===== src/rtl/multi_edge_detect.sv =====
// -----------------------------------------------------------------------------
// multi_edge_detect
//
// Multi-channel edge detector for asynchronous or noisy inputs such as buttons,
// switches and sensor strobes. Each channel is synchronised, debounced and then
// turned into a stretchable pulse and a sticky pending flag.
//
// Parameters:
//   WIDTH           number of independent channels (>=1)
//   SYNC_STAGES     synchroniser flops per channel (>=1)
//   DEBOUNCE_CYCLES consecutive cycles a new value must persist (>=1, 1 = none)
//   PULSE_LEN       cycles each output pulse is held high (>=1)
//
// Ports:
//   clock      system clock, all state updates on its rising edge
//   reset      synchronous, active-high reset
//   in         raw channel inputs, may be asynchronous
//   rise_en    per-channel enable for rising-edge events
//   fall_en    per-channel enable for falling-edge events
//   clear      per-channel clear of the pending flag
//   level      debounced, synchronised channel level
//   pulse      edge pulse, PULSE_LEN cycles per accepted event
//   pending    sticky event flag, held until cleared
//   any_event  registered OR of all pending bits
// -----------------------------------------------------------------------------
module multi_edge_detect #(
    parameter int WIDTH           = 4,
    parameter int SYNC_STAGES     = 2,
    parameter int DEBOUNCE_CYCLES = 1,
    parameter int PULSE_LEN       = 1
) (
    input  logic             clock,
    input  logic             reset,
    input  logic [WIDTH-1:0] in,
    input  logic [WIDTH-1:0] rise_en,
    input  logic [WIDTH-1:0] fall_en,
    input  logic [WIDTH-1:0] clear,
    output logic [WIDTH-1:0] level,
    output logic [WIDTH-1:0] pulse,
    output logic [WIDTH-1:0] pending,
    output logic             any_event
);

    localparam int CNT_W  = $clog2(DEBOUNCE_CYCLES) + 1;
    localparam int PCNT_W = $clog2(PULSE_LEN + 1);

    localparam logic [CNT_W-1:0]  CNT_ZERO  = {CNT_W{1'b0}};
    localparam logic [CNT_W-1:0]  CNT_ONE   = CNT_W'(1);
    localparam logic [CNT_W-1:0]  CNT_LAST  = CNT_W'(DEBOUNCE_CYCLES - 1);
    localparam logic [PCNT_W-1:0] PCNT_ZERO = {PCNT_W{1'b0}};
    localparam logic [PCNT_W-1:0] PCNT_ONE  = PCNT_W'(1);
    localparam logic [PCNT_W-1:0] PCNT_LOAD = PCNT_W'(PULSE_LEN);

    logic [WIDTH-1:0]  sync_r [SYNC_STAGES];
    logic [WIDTH-1:0]  s_s;
    logic [CNT_W-1:0]  cnt_r       [WIDTH];
    logic [CNT_W-1:0]  cnt_next_s  [WIDTH];
    logic [PCNT_W-1:0] pcnt_r      [WIDTH];
    logic [PCNT_W-1:0] pcnt_next_s [WIDTH];
    logic [WIDTH-1:0]  level_r;
    logic [WIDTH-1:0]  level_next_s;
    logic [WIDTH-1:0]  accept_s;
    logic [WIDTH-1:0]  event_s;
    logic [WIDTH-1:0]  pulse_r;
    logic [WIDTH-1:0]  pulse_next_s;
    logic [WIDTH-1:0]  pending_r;
    logic [WIDTH-1:0]  pending_next_s;
    logic              any_event_r;

    // The last synchroniser stage is the clean per-channel sample.
    assign s_s = sync_r[SYNC_STAGES-1];

    // Debounce, event qualification, pulse stretching and pending next-state.
    always_comb begin
        level_next_s   = level_r;
        accept_s       = {WIDTH{1'b0}};
        event_s        = {WIDTH{1'b0}};
        pulse_next_s   = {WIDTH{1'b0}};
        pending_next_s = {WIDTH{1'b0}};
        for (int i = 0; i < WIDTH; i++) begin
            cnt_next_s[i]  = CNT_ZERO;
            pcnt_next_s[i] = PCNT_ZERO;

            // A new value is accepted only after it has differed from level
            // for DEBOUNCE_CYCLES consecutive samples.
            if (s_s[i] == level_r[i]) begin
                cnt_next_s[i] = CNT_ZERO;
            end else if (cnt_r[i] == CNT_LAST) begin
                level_next_s[i] = s_s[i];
                cnt_next_s[i]   = CNT_ZERO;
                accept_s[i]     = 1'b1;
            end else begin
                cnt_next_s[i] = cnt_r[i] + CNT_ONE;
            end

            // Enables are sampled at the acceptance edge; s is the new level.
            event_s[i] = accept_s[i] &
                         ((s_s[i] & rise_en[i]) | (~s_s[i] & fall_en[i]));

            // A retrigger reloads the counter rather than adding to it.
            if (event_s[i]) begin
                pcnt_next_s[i] = PCNT_LOAD;
            end else if (pcnt_r[i] != PCNT_ZERO) begin
                pcnt_next_s[i] = pcnt_r[i] - PCNT_ONE;
            end else begin
                pcnt_next_s[i] = PCNT_ZERO;
            end
            pulse_next_s[i] = (pcnt_next_s[i] != PCNT_ZERO);

            // Set wins over a simultaneous clear.
            pending_next_s[i] = event_s[i] | (pending_r[i] & ~clear[i]);
        end
    end

    // State registers: synchroniser chain, debounce/pulse counters and outputs.
    always_ff @(posedge clock) begin
        if (reset) begin
            for (int k = 0; k < SYNC_STAGES; k++) begin
                sync_r[k] <= {WIDTH{1'b0}};
            end
            for (int i = 0; i < WIDTH; i++) begin
                cnt_r[i]  <= CNT_ZERO;
                pcnt_r[i] <= PCNT_ZERO;
            end
            level_r     <= {WIDTH{1'b0}};
            pulse_r     <= {WIDTH{1'b0}};
            pending_r   <= {WIDTH{1'b0}};
            any_event_r <= 1'b0;
        end else begin
            sync_r[0] <= in;
            for (int k = 1; k < SYNC_STAGES; k++) begin
                sync_r[k] <= sync_r[k-1];
            end
            for (int i = 0; i < WIDTH; i++) begin
                cnt_r[i]  <= cnt_next_s[i];
                pcnt_r[i] <= pcnt_next_s[i];
            end
            level_r     <= level_next_s;
            pulse_r     <= pulse_next_s;
            pending_r   <= pending_next_s;
            any_event_r <= |pending_next_s;
        end
    end

    assign level     = level_r;
    assign pulse     = pulse_r;
    assign pending   = pending_r;
    assign any_event = any_event_r;

endmodule


===== config.mk =====
export PLATFORM = sky130hd
export DESIGN_NAME = multi_edge_detect
export DESIGN_NICKNAME = d
export VERILOG_FILES = /design/src/rtl/multi_edge_detect.sv
export SDC_FILE = /design/constraint.sdc
export NUM_CORES = 1
export LEC_CHECK = 0
export CAP_MARGIN = 20
export CORE_MARGIN = 2
export CORE_UTILIZATION = 42
export CTS_CLUSTER_SIZE = 12
export DETAILED_ROUTE_END_ITERATION = 8
export HOLD_SLACK_MARGIN = 0.03
export MAX_ROUTING_LAYER = met4
export PLACE_DENSITY = 0.8
export SLEW_MARGIN = 10
export SYNTH_ARGS = -nofsm -noshare
export SYNTH_HDL_FRONTEND = slang
export SYNTH_SLANG_ARGS = --single-unit

===== constraint.sdc =====
create_clock -name clock -period 2.1 [get_ports clock]
set_input_delay 0.315 -clock clock [delete_from_list [all_inputs] [get_ports clock]]
set_output_delay 0.315 -clock clock [all_outputs]
set_load 0.01 [all_outputs]

==> results.txt <==
- Complex-gate fraction of the synthesized area: 0.0516
- The count of nets left with antenna violations once routing finished came out at 0.
* First-pass GRT wire length: 1840 µm
- Largest delay contributor family on the critical path: buffers and inverters
* Post-synthesis instance area: 703 µm²
* Tightest slew margin relative to the limit: 0.753
- Buffers inserted to repair hold after CTS numbered 0.
- Dividing the detail-routed wire length by the instance count gives 11.5 µm.
- Count of final max-slew check failures: 0
- Final standard cell count with taps included and fillers excluded: 109
- GRT Resource Usage Total: 0.135
- Traced cell by cell, the critical path runs through clkdlybuf4s50_1.
- Reg-to-reg critical path endpoint: any_event
- Number of resized instances in the post-cts repair step: 0
* Main combinational cell family by area after synthesis: simple AND/OR/NAND/NOR gates
- Die Height: 44.9 µm
- The most common cell in the synthesized netlist is sky130_fd_sc_hd__dfxtp_1.
* Cells after synthesis: 64
* Clk pin slew, worst setup/hold paths: 0.11 ns
- STA puts the critical path data required time at 1.78 ns.
- Transition at the pin with the smallest max-transition slack: 0.370 ns
- Counting instances, the worst hold path has a depth of 1.
- Standard-cell rows: 14
- Portion of synthesized cell area occupied by the leading cell type: 0.598
- The tree built by TritonCTS fans out to 21 sinks.
- The initial utilization of the core area, before any placement, comes to 0.456.
- DRC viols: 0
* Drt initial violations: 11
* Endpoint, Worst Hold: sync_r[0][7]
* Area growth syn-to-layout: 44.8%
- Top cells by area in the synthesized netlist: sky130_fd_sc_hd__dfxtp_1 60%, sky130_fd_sc_hd__nor2b_1 8.9%, sky130_fd_sc_hd__nand3b_1 8.5%
- The via count of the first global-routing pass was 479.
- The clock reaches the later pin of the worst-skew pair after 0.30 ns.
- Setup violations remaining at the end of the flow were counted as 0.
- Unrepaired setup endpoints after global routing: false
* Area enclosed by the die boundary: 0.00202 mm²
* Buffer levels on the longest clock path: 2
* Final nets: 112
* H-tree levels: 1
- Worst hold slack: 0.454 ns
- The number of buffers and inverters on the critical path is 1.
- Across the run, the number of max-cap violations was 0.
- Instance count after placement with tap cells included: 105
- The wire-length estimate of the detail-placed layout is 955 µm.
- Yosys mapped a number of flops with a built-in enable equal to 0.
- Maximum number of pins on one net before global-route repair: 13
* Xor/xnor cell area share of the yosys netlist: 0
* Worst reg2reg path depth: 3
- Flip-flop and latch count after synthesis: 21
- The largest individual stage delay along the critical path comes from the cell sky130_fd_sc_hd__clkdlybuf4s50_1.
- Subtracting the final worst setup slack from the clock period gives 1.53 ns.
- Max Clk Rate: 0.653 GHz
- Hold path startpoint: sync_r[0][3]
- Kind of launch point of the worst setup path: flip-flop
- Sorting the synthesized cells by how often they occur yields 21 x sky130_fd_sc_hd__dfxtp_1, 10 x sky130_fd_sc_hd__nor2b_1, 8 x sky130_fd_sc_hd__nand3b_1.
* Worst setup EP type: output pin
- Share of synthesized flip-flops with an asynchronous set or reset: 0
- Fraction of the mapped netlist area in adder cells: 0
- Core box area: 0.00154 mm²
* CP arrival: 1.22 ns
- # port buffers: 30
* Layout fillers: 131
- Routability-driven placement finished with a final weighted congestion of 0.673.
- Worst clock skew: 0.000885 ns
* Crit Path Class: flip-flop to output pin
- Total count of hold-check failures in the final report: 0
- CTS Root Cell: sky130_fd_sc_hd__clkbuf_4
- The initial antenna violation count was 0.
- Tcrit/Tclk final: 0.730
* Largest incremental delay on the critical path: 0.55 ns
- R2r startpoint: level[0]
- From left edge to right edge, the die measures 44.9 µm.
- Summed over all instances, the cell type with the most area after synthesis is sky130_fd_sc_hd__dfxtp_1.
- Initial DRT Pass Iterations: 3
* Leakage power figure: 0.375 nW
* Worst hold path class: flip-flop to flip-flop
* Setup WS post-layout: 0.568 ns
- In this run the mean area of a mapped cell was 11.0 µm².
* ANT cells: 0
- Simple-Gate Fraction of Synth Area: 0.295
- Synthesized netlist net count: 82
- Across the VDD grid, the largest voltage drop is 0.495 mV.
- Prior to clock tree synthesis, the placed netlist has a worst setup slack of 0.656 ns.
- TritonCTS built the clock tree.
- Status: complete, no violations
- Fraction of layout cells with a size suffix above 1: 0.0645
* P per Cell Area: 679 mW/mm²
* I/O Pins: 31
- Count of vias placed by the detailed router: 525
* Drt via density: 4.82
* Setup Fix Bufs, Post-CTS: 0
* Number of buffers added by the clock tree synthesis step: 3
* Setup slack on the worst flop-to-flop path: 1.14 ns
- Final sum of negative setup slack: 0 ns
* Detailed Route WL: 1250 µm
- Total global routing overflow: 0
- Along the worst path, the maximum fanout reaches 3.
* Yosys warning total: 0
* Post-synthesis sequential area ratio: 0.598
- Share of cell area taken by muxes after synthesis: 0
- Unique masters post-synth: 13
* Top FF cell, synth: sky130_fd_sc_hd__dfxtp_1
power breakdown:
| group | switching (W) | internal [W] | total (W) |
|---|---|---|---|
| sequential | 0.00000635 | 0.000414 | 0.000420 |
| clock | 0.000115 | 0.0000740 | 0.000189 |
| combinational | 0.0000252 | 0.0000566 | 0.0000819 |
kinds of logic after synthesis:
logic type / after synthesis
buffers and inverters: 6
AO/OA/AOI/OAI: 5
AND/OR/NAND/NOR: 32
flip-flops: 21
sequential cells by signal, indices dropped and copies added (netlist names):
signal / flops
any_event: 1
level: 4
pcnt_r: 1
pending: 4
pulse: 3
sync_r: 8
final cells by class:
class / count / area, µm² / share of cell area
Multi-Input combinational cell: 37 / 244 / 0.240
Sequential cell: 21 / 420 / 0.413
Clock buffer: 4 / 26.3 / 0.0258
Timing Repair Buffer: 31 / 308 / 0.302
Tap cell: 16 / 20.0 / 0.0197
worst register-to-register path: stages (launching register included):
cell and delay, ns:
sky130_fd_sc_hd__dfxtp_1 0.37, sky130_fd_sc_hd__nand3b_1 0.14, sky130_fd_sc_hd__and3_1 0.22, sky130_fd_sc_hd__a41oi_2 0.12
stage by stage:
step	cell area [µm²]	utilization	total power [W]
6_report	1020	0.661	0.000692
5_1_grt	1020	0.661	0.000719
4_1_cts	1020	0.661	0.000699
3_5_place_dp	992	0.644	0.000512
3_3_place_gp	992	0.644	0.000509
2_1_floorplan	703	-	0.000460
worst max-delay path by stage:
stage | startpoint | end | slack (ns) | cells after the start
2_1_floorplan | level[1] | any_event | 1.19 | 3
3_3_place_gp | reset | pending[3] | 0.66 | 3
3_5_place_dp | reset | any_event | 0.66 | 3
4_1_cts | level[1] | level[1] | 0.56 | 1
5_1_grt | level[2] | level[2] | 0.51 | 1
6_report | level[0] | level[0] | 0.57 | 1
layout by cell type (no fill, tap or decap), types with 2 or more instances in the layout:
cell / count
sky130_fd_sc_hd__and2b_1: 2
sky130_fd_sc_hd__clkdlybuf4s50_1: 30
sky130_fd_sc_hd__nand2b_1: 4
sky130_fd_sc_hd__and3_1: 3
sky130_fd_sc_hd__dfxtp_1: 21
sky130_fd_sc_hd__clkbuf_4: 3
sky130_fd_sc_hd__a21oi_1: 4
sky130_fd_sc_hd__nor2_1: 4
sky130_fd_sc_hd__nor2b_1: 10
sky130_fd_sc_hd__nand3b_1: 8
routing by layer:
layer | GRT usage | part of all wire | vias up
met5 | - | 0 | -
met4 | 0.0824 | 0.014 | 0
met3 | 0.0480 | 0.066 | 2
met2 | 0.223 | 0.48 | 20
met1 | 0.135 | 0.44 | 239
li1 | - | - | 264
Power figures use the tool's default switching activity.
